<file path="src/rtl/ro_puf_pkg.sv">
`default_nettype none
// ============================================================================
// Module : ro_puf_pkg
// Brief  : Shared FSM state encoding and bank-size defaults for the RO PUF.
// Rev    : 1.0  initial release
// ============================================================================
package ro_puf_pkg;

   localparam int NUM_RO_DEF = 16;
   localparam int SEL_W_DEF  = 4;

   typedef enum logic [2:0] {
      ST_IDLE    = 3'd0,
      ST_CLEAR   = 3'd1,
      ST_SETTLE  = 3'd2,
      ST_MEASURE = 3'd3,
      ST_COMPARE = 3'd4,
      ST_DONE    = 3'd5
   } state_t;

endpackage
`default_nettype wire

</file>
<file path="src/rtl/ro_freq_compare_if.sv">
`default_nettype none
// ============================================================================
// Module : ro_freq_compare_if
// Brief  : Request, RO-bank and result signals of the frequency comparator.
// Rev    : 1.0  initial release
// ============================================================================
interface ro_freq_compare_if #(
   parameter int NUM_RO = 16,
   parameter int SEL_W  = 4,
   parameter int CNT_W  = 16
);
   logic              start;
   logic [SEL_W-1:0]  challenge_a;
   logic [SEL_W-1:0]  challenge_b;
   logic [NUM_RO-1:0] ro_out;
   logic [NUM_RO-1:0] ro_enable;
   logic              ro_rst;
   logic              busy;
   logic              done;
   logic              response;
   logic              tie;
   logic [CNT_W-1:0]  count_a;
   logic [CNT_W-1:0]  count_b;

   modport master (
      output start, challenge_a, challenge_b, ro_out,
      input  ro_enable, ro_rst, busy, done, response, tie, count_a, count_b
   );

   modport slave (
      input  start, challenge_a, challenge_b, ro_out,
      output ro_enable, ro_rst, busy, done, response, tie, count_a, count_b
   );
endinterface
`default_nettype wire

</file>
<file path="src/rtl/ro_edge_counter.sv">
`default_nettype none
// ============================================================================
// Module : ro_edge_counter
// Brief  : Synchronizer chain, rising-edge detect and saturating edge counter.
// Rev    : 1.0  initial release
// ============================================================================
module ro_edge_counter #(
   parameter int CNT_W       = 16,
   parameter int SYNC_STAGES = 2
) (
   input  wire logic             clk,
   input  wire logic             rst,
   input  wire logic             i_clear,
   input  wire logic             i_count_en,
   input  wire logic             i_ro,
   output logic      [CNT_W-1:0] o_count
);

   logic [SYNC_STAGES-1:0] r_sync;
   logic                   r_prev;
   logic [CNT_W-1:0]       r_count;
   logic                   w_sync_out;
   logic                   w_rise;

   assign w_sync_out = r_sync[SYNC_STAGES-1];
   assign w_rise     = w_sync_out & ~r_prev;

   always_ff @(posedge clk) begin
      if (rst || i_clear) begin
         r_sync <= '0;
         r_prev <= 1'b0;
      end else begin
         r_sync <= (r_sync << 1) | SYNC_STAGES'(i_ro);
         r_prev <= w_sync_out;
      end
   end

   // Saturate at all-ones so a fast RO can never wrap below a slower one.
   always_ff @(posedge clk) begin
      if (rst || i_clear) begin
         r_count <= '0;
      end else if (i_count_en && w_rise && (r_count != '1)) begin
         r_count <= r_count + 1'b1;
      end
   end

   assign o_count = r_count;

endmodule
`default_nettype wire

</file>
<file path="src/rtl/ro_freq_compare.sv">
`default_nettype none
// ============================================================================
// Module : ro_freq_compare
// Brief  : Enables a challenge-selected RO pair, counts edges over a window, compares.
// Rev    : 1.0  initial release
// ============================================================================
module ro_freq_compare
   import ro_puf_pkg::*;
#(
   parameter int NUM_RO        = NUM_RO_DEF,
   parameter int SEL_W         = SEL_W_DEF,
   parameter int CNT_W         = 16,
   parameter int WIN_CYCLES    = 1024,
   parameter int SETTLE_CYCLES = 4,
   parameter int SYNC_STAGES   = 2
) (
   input wire logic         clk,
   input wire logic         rst,
   ro_freq_compare_if.slave bus
);

   localparam int c_tmr_max = (WIN_CYCLES > SETTLE_CYCLES) ? WIN_CYCLES : SETTLE_CYCLES;
   localparam int c_tmr_w   = $clog2(c_tmr_max + 1);

   state_t             r_state;
   state_t             w_state_nxt;
   logic [c_tmr_w-1:0] r_tmr;
   logic               w_tmr_load;
   logic [c_tmr_w-1:0] w_tmr_val;
   logic [SEL_W-1:0]   r_chal_a;
   logic [SEL_W-1:0]   r_chal_b;
   logic [NUM_RO-1:0]  w_pair_mask;
   logic               w_ro_a;
   logic               w_ro_b;
   logic [CNT_W-1:0]   w_cnt_a;
   logic [CNT_W-1:0]   w_cnt_b;
   logic [CNT_W-1:0]   r_count_a;
   logic [CNT_W-1:0]   r_count_b;
   logic               r_response;
   logic               r_tie;

   always_ff @(posedge clk) begin
      if (rst) begin
         r_state <= ST_IDLE;
      end else begin
         r_state <= w_state_nxt;
      end
   end

   always_comb begin
      w_state_nxt = r_state;
      w_tmr_load  = 1'b0;
      w_tmr_val   = '0;
      case (r_state)
         ST_IDLE:    if (bus.start) w_state_nxt = ST_CLEAR;
         ST_CLEAR: begin
            w_state_nxt = ST_SETTLE;
            w_tmr_load  = 1'b1;
            w_tmr_val   = c_tmr_w'(SETTLE_CYCLES - 1);
         end
         ST_SETTLE: begin
            if (r_tmr == '0) begin
               w_state_nxt = ST_MEASURE;
               w_tmr_load  = 1'b1;
               w_tmr_val   = c_tmr_w'(WIN_CYCLES - 1);
            end
         end
         ST_MEASURE: if (r_tmr == '0) w_state_nxt = ST_COMPARE;
         ST_COMPARE: w_state_nxt = ST_DONE;
         ST_DONE:    w_state_nxt = ST_IDLE;
         default:    w_state_nxt = ST_IDLE;
      endcase
   end

   // One down-counter serves both the settle and the measurement windows.
   always_ff @(posedge clk) begin
      if (rst) begin
         r_tmr <= '0;
      end else if (w_tmr_load) begin
         r_tmr <= w_tmr_val;
      end else if (r_tmr != '0) begin
         r_tmr <= r_tmr - 1'b1;
      end
   end

   always_ff @(posedge clk) begin
      if (rst) begin
         r_chal_a <= '0;
         r_chal_b <= '0;
      end else if ((r_state == ST_IDLE) && bus.start) begin
         r_chal_a <= bus.challenge_a;
         r_chal_b <= bus.challenge_b;
      end
   end

   // Indices with no matching RO leave both the enable and the tap at 0.
   always_comb begin
      w_pair_mask = '0;
      w_ro_a      = 1'b0;
      w_ro_b      = 1'b0;
      for (int i = 0; i < NUM_RO; i++) begin
         if (r_chal_a == SEL_W'(i)) begin
            w_pair_mask[i] = 1'b1;
            w_ro_a         = bus.ro_out[i];
         end
         if (r_chal_b == SEL_W'(i)) begin
            w_pair_mask[i] = 1'b1;
            w_ro_b         = bus.ro_out[i];
         end
      end
   end

   ro_edge_counter #(.CNT_W(CNT_W), .SYNC_STAGES(SYNC_STAGES)) u_cnt_a (
      .clk        (clk),
      .rst        (rst),
      .i_clear    (r_state == ST_CLEAR),
      .i_count_en (r_state == ST_MEASURE),
      .i_ro       (w_ro_a),
      .o_count    (w_cnt_a)
   );

   ro_edge_counter #(.CNT_W(CNT_W), .SYNC_STAGES(SYNC_STAGES)) u_cnt_b (
      .clk        (clk),
      .rst        (rst),
      .i_clear    (r_state == ST_CLEAR),
      .i_count_en (r_state == ST_MEASURE),
      .i_ro       (w_ro_b),
      .o_count    (w_cnt_b)
   );

   always_ff @(posedge clk) begin
      if (rst) begin
         r_count_a  <= '0;
         r_count_b  <= '0;
         r_response <= 1'b0;
         r_tie      <= 1'b0;
      end else if (r_state == ST_COMPARE) begin
         r_count_a  <= w_cnt_a;
         r_count_b  <= w_cnt_b;
         r_response <= (w_cnt_a > w_cnt_b);
         r_tie      <= (w_cnt_a == w_cnt_b);
      end
   end

   assign bus.ro_enable = ((r_state == ST_SETTLE) || (r_state == ST_MEASURE)) ? w_pair_mask : '0;
   assign bus.ro_rst    = (r_state == ST_CLEAR);
   assign bus.busy      = (r_state != ST_IDLE);
   assign bus.done      = (r_state == ST_DONE);
   assign bus.response  = r_response;
   assign bus.tie       = r_tie;
   assign bus.count_a   = r_count_a;
   assign bus.count_b   = r_count_b;

endmodule
`default_nettype wire

</file>
<file path="src/flat_wrapper.sv">
// flat-port wrapper written by rule: the top's interface ports become plain ports
module ro_freq_compare_flat import ro_puf_pkg::*;
#(
   parameter int NUM_RO        = NUM_RO_DEF,
   parameter int SEL_W         = SEL_W_DEF,
   parameter int CNT_W         = 16,
   parameter int WIN_CYCLES    = 1024,
   parameter int SETTLE_CYCLES = 4,
   parameter int SYNC_STAGES   = 2
)
  (clk, rst, bus_start, bus_challenge_a, bus_challenge_b, bus_ro_out, bus_ro_enable, bus_ro_rst, bus_busy, bus_done, bus_response, bus_tie, bus_count_a, bus_count_b);
  ro_freq_compare_if #(.NUM_RO(NUM_RO), .SEL_W(SEL_W), .CNT_W(CNT_W)) bus_i ();
  input wire logic clk;
  input wire logic rst;
  input wire logic [$bits(bus_i.start)-1:0] bus_start;
  input wire logic [$bits(bus_i.challenge_a)-1:0] bus_challenge_a;
  input wire logic [$bits(bus_i.challenge_b)-1:0] bus_challenge_b;
  input wire logic [$bits(bus_i.ro_out)-1:0] bus_ro_out;
  output wire logic [$bits(bus_i.ro_enable)-1:0] bus_ro_enable;
  output wire logic [$bits(bus_i.ro_rst)-1:0] bus_ro_rst;
  output wire logic [$bits(bus_i.busy)-1:0] bus_busy;
  output wire logic [$bits(bus_i.done)-1:0] bus_done;
  output wire logic [$bits(bus_i.response)-1:0] bus_response;
  output wire logic [$bits(bus_i.tie)-1:0] bus_tie;
  output wire logic [$bits(bus_i.count_a)-1:0] bus_count_a;
  output wire logic [$bits(bus_i.count_b)-1:0] bus_count_b;
  assign bus_i.start = bus_start;
  assign bus_i.challenge_a = bus_challenge_a;
  assign bus_i.challenge_b = bus_challenge_b;
  assign bus_i.ro_out = bus_ro_out;
  assign bus_ro_enable = bus_i.ro_enable;
  assign bus_ro_rst = bus_i.ro_rst;
  assign bus_busy = bus_i.busy;
  assign bus_done = bus_i.done;
  assign bus_response = bus_i.response;
  assign bus_tie = bus_i.tie;
  assign bus_count_a = bus_i.count_a;
  assign bus_count_b = bus_i.count_b;
  ro_freq_compare #(.NUM_RO(NUM_RO), .SEL_W(SEL_W), .CNT_W(CNT_W), .WIN_CYCLES(WIN_CYCLES), .SETTLE_CYCLES(SETTLE_CYCLES), .SYNC_STAGES(SYNC_STAGES)) u_core (.clk(clk), .rst(rst), .bus(bus_i));
endmodule
</file>
<file path="config.mk">
export PLATFORM = sky130hd
export DESIGN_NAME = ro_freq_compare_flat
export DESIGN_NICKNAME = d
export VERILOG_FILES = /design/src/rtl/ro_puf_pkg.sv /design/src/rtl/ro_freq_compare_if.sv /design/src/rtl/ro_edge_counter.sv /design/src/rtl/ro_freq_compare.sv /design/src/flat_wrapper.sv
export SDC_FILE = /design/constraint.sdc
export NUM_CORES = 1
export LEC_CHECK = 0
export BUFFER_PORTS_ARGS = -buffer_cell sky130_fd_sc_hd__buf_2
export CAP_MARGIN = 20
export CORE_UTILIZATION = 52
export DETAILED_ROUTE_END_ITERATION = 6
export PLACE_DENSITY_LB_ADDON = 0.08
export SETUP_SLACK_MARGIN = 0.2
export SYNTH_ARGS = -nofsm -noshare
export SYNTH_HDL_FRONTEND = slang
export SYNTH_HIERARCHICAL = 1
export SYNTH_SLANG_ARGS = --single-unit
</file>
<file path="constraint.sdc">
create_clock -name clk -period 2.7 [get_ports clk]
set_input_delay 0.405 -clock clk [delete_from_list [all_inputs] [get_ports clk]]
set_output_delay 0.405 -clock clk [all_outputs]
set_load 0.01 [all_outputs]
</file>
==> impl_metrics.csv, run 1 <==
group,metric,value,unit
floorplan,dieArea,0.0102,sq mm
floorplan,die_w,101,um
timing,fin_skew,14.5,ps
power_and_ir_drop,power_per_cell_area,566,mW/mm^2
synth,netlist_area,0.00507,sq mm
timing,slew_headroom,47.8,%
synth,synth_fp_nets,679,
route,dr.pass1.iters,5,
placement,gp_congestion,0.844,
synth,synth_top_area_cell,"dfxtp_1",
clocking,cts_root_buf,"clkbuf_8",
critical_path,critical_path.endpoint_type,"flop",
timing,setup-tns-final,0,ps
floorplan,row_count,35,
floorplan,dieHeight,101,um
global_route,grt_max_degree,37,
global_route,gr-total-overflow,0,
critical_path,timing.rr.start,"u_core/r_state[2]$_SDFFE_PP0P_",
critical_path,cp_slowest_stage_delay,560,ps
synth,synth_top_cell_area_share,37.1,%
route,wl,12500,um
timing,slew_violations,0,
timing,rsz0062_at_grt,"false",
clocking,cts_tree,"built",
synth,yosys_most_used_dff,"dfxtp_1",
floorplan,pin_count,80,
global_route,grt_pass1_wl,20200,um
cells_and_area,fin_cells,835,
route,ant_nets,0,
clocking,htree_num_levels,3,
route,drt_iter0_drc,319,
cells_and_area,antenna_cells,0,
cells_and_area,fillers,893,
global_route,antenna_found_initial,0,
cells_and_area,final_nets,747,
clocking,path_clk_slew,100,ps
power_and_ir_drop,p_leak,2.18,nW
synth,synth_seq_cells,94,
timing,post-route-min-period,2330,ps
critical_path,r2r_slack,370,ps
critical_path,cp_cell_sequence,"or2b_2, nor2_4, nand3b_1, or4b_4, or4_1, a21oi_1",
status,outcome,"finished, final reports clean",
route,vias_per_cell,5.76,
synth,syn_area_per_cell,8.02,sq um
critical_path,cp.required,2990,ps
power_and_ir_drop,peakVddDrop,0.000304,V
worst_hold_path,worstHoldPathType,"in2reg",
critical_path,start_kind,"flop",
global_route,grt_pass1_vias,4255,
clocking,clk_latency,360,ps
placement,dpl.cell_count,819,
global_route,groute.usage.overall,25.0,%
timing,setup_violations,0,
timing,finalCritPeriodShare,86.5,%
synth,ys_seq_area_share,37.1,%
worst_hold_path,worstHoldStart,"bus_challenge_a[1]",
synth,yosysMostFrequentCell,"nand2_1",
placement,place_area,0.00556,sq mm
route,vias,4813,
critical_path,timing_worst_setup_path_type,"reg2reg",
critical_path,r2r_cells,6,
timing,max_clock_freq,0.428,GHz
timing,hold_slack,293,ps
critical_path,crit_slowest_cell,"or4b_4",
clocking,clkSinkCount,94,
synth,yosys_warnings,6,
critical_path,worstPathArrival,2620,ps
worst_hold_path,whs_path_depth,3,
critical_path,cp_max_fo,8,
synth,synthArstFlopShare,0,%
critical_path,worstReg2RegEnd,"u_core/u_cnt_a/o_count[15]$_SDFFE_PP0P_",
clocking,cts_buffers,9,
synth,synth_area_leaders,"dfxtp_1 37%, nand2_1 8.9%, a21oi_1 7.4%, ha_1 4.7%, nor2_1 3.2%",
route,wl_per_cell,14.9,um
timing,finalWorstSetupSlack,365,ps
synth,syn_inst,633,
cells_and_area,drive_above_1_share,19.3,%
cells_and_area,final_area,0.00575,sq mm
synth,synth_edf_count,0,
job,max_cap_viol_count,0,
cells_and_area,area.growth.synth_to_final,13.4,%
floorplan,coreArea,0.00933,sq mm
placement,hpwl,9380,um
clocking,cts_buffer_depth,2,
placement,dpl_worst_slack,349,ps
placement,port_buffers,79,
timing,tightest_slew,780,ps
worst_hold_path,min_delay_worst_endpoint,"u_core/r_chal_a[1]$_SDFFE_PP0P_",
synth,synth_cell_types,62,
route,drc_errors,0,
floorplan,initial_core_util,54.4,%
critical_path,path_buf_inv,0,
critical_path,critPathTopFamily,"simple AND/OR/NAND/NOR gates",
synth,netlist_top_cells_count,"120 x nand2_1, 94 x dfxtp_1, 75 x a21oi_1, 43 x nor2_1, 29 x inv_1",
timing,finalHoldViolCount,0,
-- placed cells by master, fill, tap and decap left out, types with 3 or more instances in the layout --
cell and count:
mux2i_1 12, mux2_2 3, and4_1 4, or4_1 12, or2_2 4, a22oi_1 10, buf_2 79, or3_1 11
dfxtp_1 93, a21oi_1 75, o31ai_1 11, ha_1 19, nor4_1 7, and2_1 11, nand2b_1 4, clkbuf_8 10
a211oi_1 5, inv_1 28, nor2_1 42, mux4_2 5, nand2_1 120, and3b_1 3, nor3_1 5, a32oi_1 6
inv_6 3, nand4_1 5, o21ai_0 25, a31oi_1 5, nor2b_1 11, nand3_1 19, buf_4 11
-- how the worst max path moves through the flow --
stage | from | end | slack [ps] | cells after the start
after floorplan | u_core/r_state[1]$_SDFFE_PP0P_ | u_core/u_cnt_a/o_count[15]$_SDFFE_PP0P_ | 210 | 9
after global placement | u_core/r_state[0]$_SDFFE_PP0P_ | u_core/u_cnt_b/o_count[15]$_SDFFE_PP0P_ | 450 | 6
after detailed placement | u_core/r_state[0]$_SDFFE_PP0P_ | u_core/u_cnt_a/o_count[15]$_SDFFE_PP0P_ | 350 | 6
after CTS | u_core/r_state[0]$_SDFFE_PP0P_ | bus_ro_rst | 260 | 4
after global routing | u_core/r_chal_b[1]$_SDFFE_PP0P_ | bus_ro_enable[2] | 210 | 5
final | u_core/r_state[2]$_SDFFE_PP0P_ | u_core/u_cnt_a/o_count[15]$_SDFFE_PP0P_ | 370 | 6
-- what timing repair did --
action | CTS | global route
gates resized for setup | 1 | 1
endpoints found under the setup margin | 1 | 3
hold buffers | 0 | 0
setup buffers | 0 | 0
pin swaps | 0 | 0
-- worst register-to-register path, cell delays in order (launching register included) --
cell      delay [ps]
dfxtp_1          380
or2b_2           340
nor2_4           150
nand3b_1         210
or4b_4           560
or4_1            480
a21oi_1          140
-- area by class of cell --
type	instances	area [sq um]	area share [%]
multi-input cells	477	2930	50.9
flip-flops and latches	94	1880	32.7
repair buffers	90	478	8.31
well taps	129	161	2.80
clock buffers	10	138	2.39
inverters	29	113	1.96
clock inverters	6	51.3	0.891
-- layer usage --
layer	GRT usage (%)	share of wire [%]	wire (um)	vias up
met5	0	0	0	-
met4	10.5	2.1	266	0
met3	3.12	4.4	555	24
met2	40.6	48	5940	157
met1	33.7	46	5710	2224
li1	-	-	-	2408
-- power by group --
group	total (W)	switching [W]	internal (W)
Sequential	0.00159	0.000116	0.00148
Clock	0.000885	0.000512	0.000374
Combinational	0.000778	0.000444	0.000334
Total	0.00326	0.00107	0.00218
-- stage by stage --
stage          util [%]  power [W]
2_1_floorplan         -    0.00225
3_3_place_gp       59.6    0.00237
3_5_place_dp       59.6    0.00240
4_1_cts            61.7    0.00329
5_1_grt            61.7    0.00345
6_report           61.7    0.00326
-- kinds of logic after synthesis --
kind of cell / share of synthesized area [%]
fa+ha+maj: 4.69
simple gates: 28.0
compound gates: 18.8
mux: 5.25
flops: 37.1
buf+inv: 5.43
xor+xnor: 0.691
-- registers in the layout (all words and copies together), names as in the netlist, 2 cells and up --
register                flops
u_core/r_chal_a             4
u_core/u_cnt_b/o_count     16
u_core/r_tmr               11
u_core/u_cnt_b/r_sync       2
u_core/u_cnt_a/r_sync       2
u_core/bus.count_a         16
u_core/bus.count_b         16
u_core/r_state              3
u_core/r_chal_b             4
u_core/u_cnt_a/o_count     16
Power figures use the tool's default switching activity.
==> run 2: changes to the inputs <==
--- a/config.mk
+++ b/config.mk
@@ -9,7 +9,8 @@
 export CAP_MARGIN = 20
 export CORE_UTILIZATION = 52
 export DETAILED_ROUTE_END_ITERATION = 6
-export PLACE_DENSITY_LB_ADDON = 0.08
+export GPL_TIMING_DRIVEN = 0
+export PLACE_DENSITY = 0.82
 export SETUP_SLACK_MARGIN = 0.2
 export SYNTH_ARGS = -nofsm -noshare
 export SYNTH_HDL_FRONTEND = slang
==> impl_metrics.csv, run 2 (synthesis gave the netlist of run 1 again) <==
group,metric,value,unit
status,outcome,"finished, final reports clean",
clocking,cts_tree,"built",
timing,setup_violations,0,
cells_and_area,final_nets,781,
floorplan,row_count,35,
timing,slew_headroom,50.1,%
route,ant_nets,0,
route,wl_per_cell,15.9,um
critical_path,critical_path.endpoint_type,"flop",
job,max_cap_viol_count,0,
global_route,grt_pass1_vias,4715,
global_route,grt_max_degree,19,
critical_path,cp.required,3000,ps
timing,finalCritPeriodShare,91.2,%
critical_path,timing_worst_setup_path_type,"reg2reg",
global_route,groute.usage.overall,27.7,%
critical_path,cp_max_fo,5,
clocking,htree_num_levels,3,
placement,port_buffers,79,
clocking,ctsHoldBuffers,0,
floorplan,coreArea,0.00933,sq mm
cells_and_area,fillers,783,
cells_and_area,mostFrequentLayoutCells,"120 x nand2_1, 93 x dfxtp_1, 79 x buf_2",
timing,hold_slack,267,ps
power_and_ir_drop,power_per_cell_area,567,mW/mm^2
clocking,path_clk_slew,100,ps
placement,dpl.cell_count,841,
floorplan,pin_count,80,
placement,dpl_worst_slack,-60.0,ps
route,drt_iter0_drc,370,
timing,rsz0062_at_grt,"true",
cells_and_area,area.growth.synth_to_final,18.3,%
route,dr.pass1.iters,6,
route,vias,5164,
floorplan,die_w,101,um
clocking,cts_root_buf,"clkbuf_8",
cells_and_area,antenna_cells,0,
worst_hold_path,worstHoldPathType,"in2reg",
timing,finalHoldViolCount,0,
critical_path,worstPathArrival,2760,ps
timing,fin_skew,10.8,ps
timing,tightest_slew,741,ps
timing,post-route-min-period,2460,ps
critical_path,start_kind,"flop",
clocking,clkSinkCount,94,
cells_and_area,fin_cells,869,
placement,gp_congestion,0.940,
clocking,clk_latency,370,ps
route,vias_per_cell,5.94,
route,wl,13800,um
route,drc_errors,0,
clocking,cts_buffer_depth,2,
timing,max_clock_freq,0.406,GHz
floorplan,initial_core_util,54.4,%
floorplan,dieHeight,101,um
cells_and_area,drive_above_1_share,20.3,%
power_and_ir_drop,p_leak,2.29,nW
power_and_ir_drop,peakVddDrop,0.000281,V
clocking,cts_buffers,9,
global_route,antenna_found_initial,0,
global_route,grt_pass1_wl,22200,um
placement,hpwl,10100,um
timing,slew_violations,0,
global_route,gr-total-overflow,0,
timing,setup-tns-final,0,ps
floorplan,dieArea,0.0102,sq mm
timing,finalWorstSetupSlack,238,ps
cells_and_area,layout_commonest_cell,"nand2_1",
-- run 2: changes by cell type in the layout (fill, tap and decap cells not counted), moves of 2 or more --
cell / previous run / this run
o31ai_1: 11 / 9
buf_1: 0 / 3
or2_4: 0 / 2
clkbuf_1: 0 / 22
clkbuf_16: 0 / 2
a21oi_1: 75 / 73
or2_2: 4 / 2
buf_6: 0 / 4
a21oi_2: 0 / 2
inv_8: 0 / 2
o31ai_2: 0 / 2
-- run 2: timing repair --
item,CTS,global route
resized for setup,8,10
endpoints found under the setup margin,13,13
buffers inserted,11,1
pin swaps,12,7
-- run 2: routing by layer --
metal / routed length [um] / global-route usage (%) / part of all wire [%] / up-vias
li1: - / - / - / 2474
met4: 381 / 12.8 / 2.8 / 0
met5: 0 / 0 / 0 / -
met2: 6680 / 47.7 / 48 / 267
met1: 5790 / 34.5 / 42 / 2377
met3: 944 / 3.47 / 6.8 / 46
-- run 2: worst max-delay path, stage by stage, from the launching register on --
cell and delay (ps):
dfxtp_1 310, clkbuf_8 120, or2b_4 260, clkbuf_16 150
clkbuf_16 140, nor2_4 120, nand3b_1 170, or4b_4 550
or4_1 420, a21oi_1 140
-- run 2: stage by stage --
stage               util (%)  power, W  instance area, sq um
global placement        60.6   0.00242                  5650
finish                  64.3   0.00340                  6000
floorplan                  -   0.00225                  5090
global route            64.3   0.00357                  6000
detailed placement      60.6   0.00245                  5650
CTS                     63.9   0.00339                  5960
-- run 2: cell type report --
class | instances | area [sq um] | area share [%]
Clock inverter | 7 | 65.1 | 1.08
Multi-Input combinational cell | 477 | 2960 | 49.3
Inverter | 29 | 109 | 1.81
Tap cell | 129 | 161 | 2.69
Timing Repair Buffer | 91 | 489 | 8.15
Buffer | 33 | 210 | 3.50
Sequential cell | 94 | 1880 | 31.4
Clock buffer | 9 | 124 | 2.06
-- run 2: where the power goes --
| part | switching [W] | leakage, nW | internal, W |
|---|---|---|---|
| clock network | 0.000553 | 0.0943 | 0.000357 |
| registers | 0.0000865 | 0.761 | 0.00148 |
| logic | 0.000522 | 1.43 | 0.000409 |
| total | 0.00116 | 2.29 | 0.00224 |
-- run 2: final timing paths --
| check | from | endpoint | slack [ps] | cells after the start |
|---|---|---|---|---|
| setup / recovery | u_core/r_state[2]$_SDFFE_PP0P_ | u_core/u_cnt_b/o_count[13]$_SDFFE_PP0P_ | 240 | 9 |
| setup reg to reg | u_core/r_state[2]$_SDFFE_PP0P_ | u_core/u_cnt_b/o_count[13]$_SDFFE_PP0P_ | 240 | 9 |
| hold reg to reg | u_core/u_cnt_b/r_sync[0]$_SDFF_PP0_ | u_core/u_cnt_b/r_sync[1]$_SDFF_PP0_ | 450 | 1 |
| hold / removal | bus_challenge_a[0] | u_core/r_chal_a[0]$_SDFFE_PP0P_ | 270 | 3 |
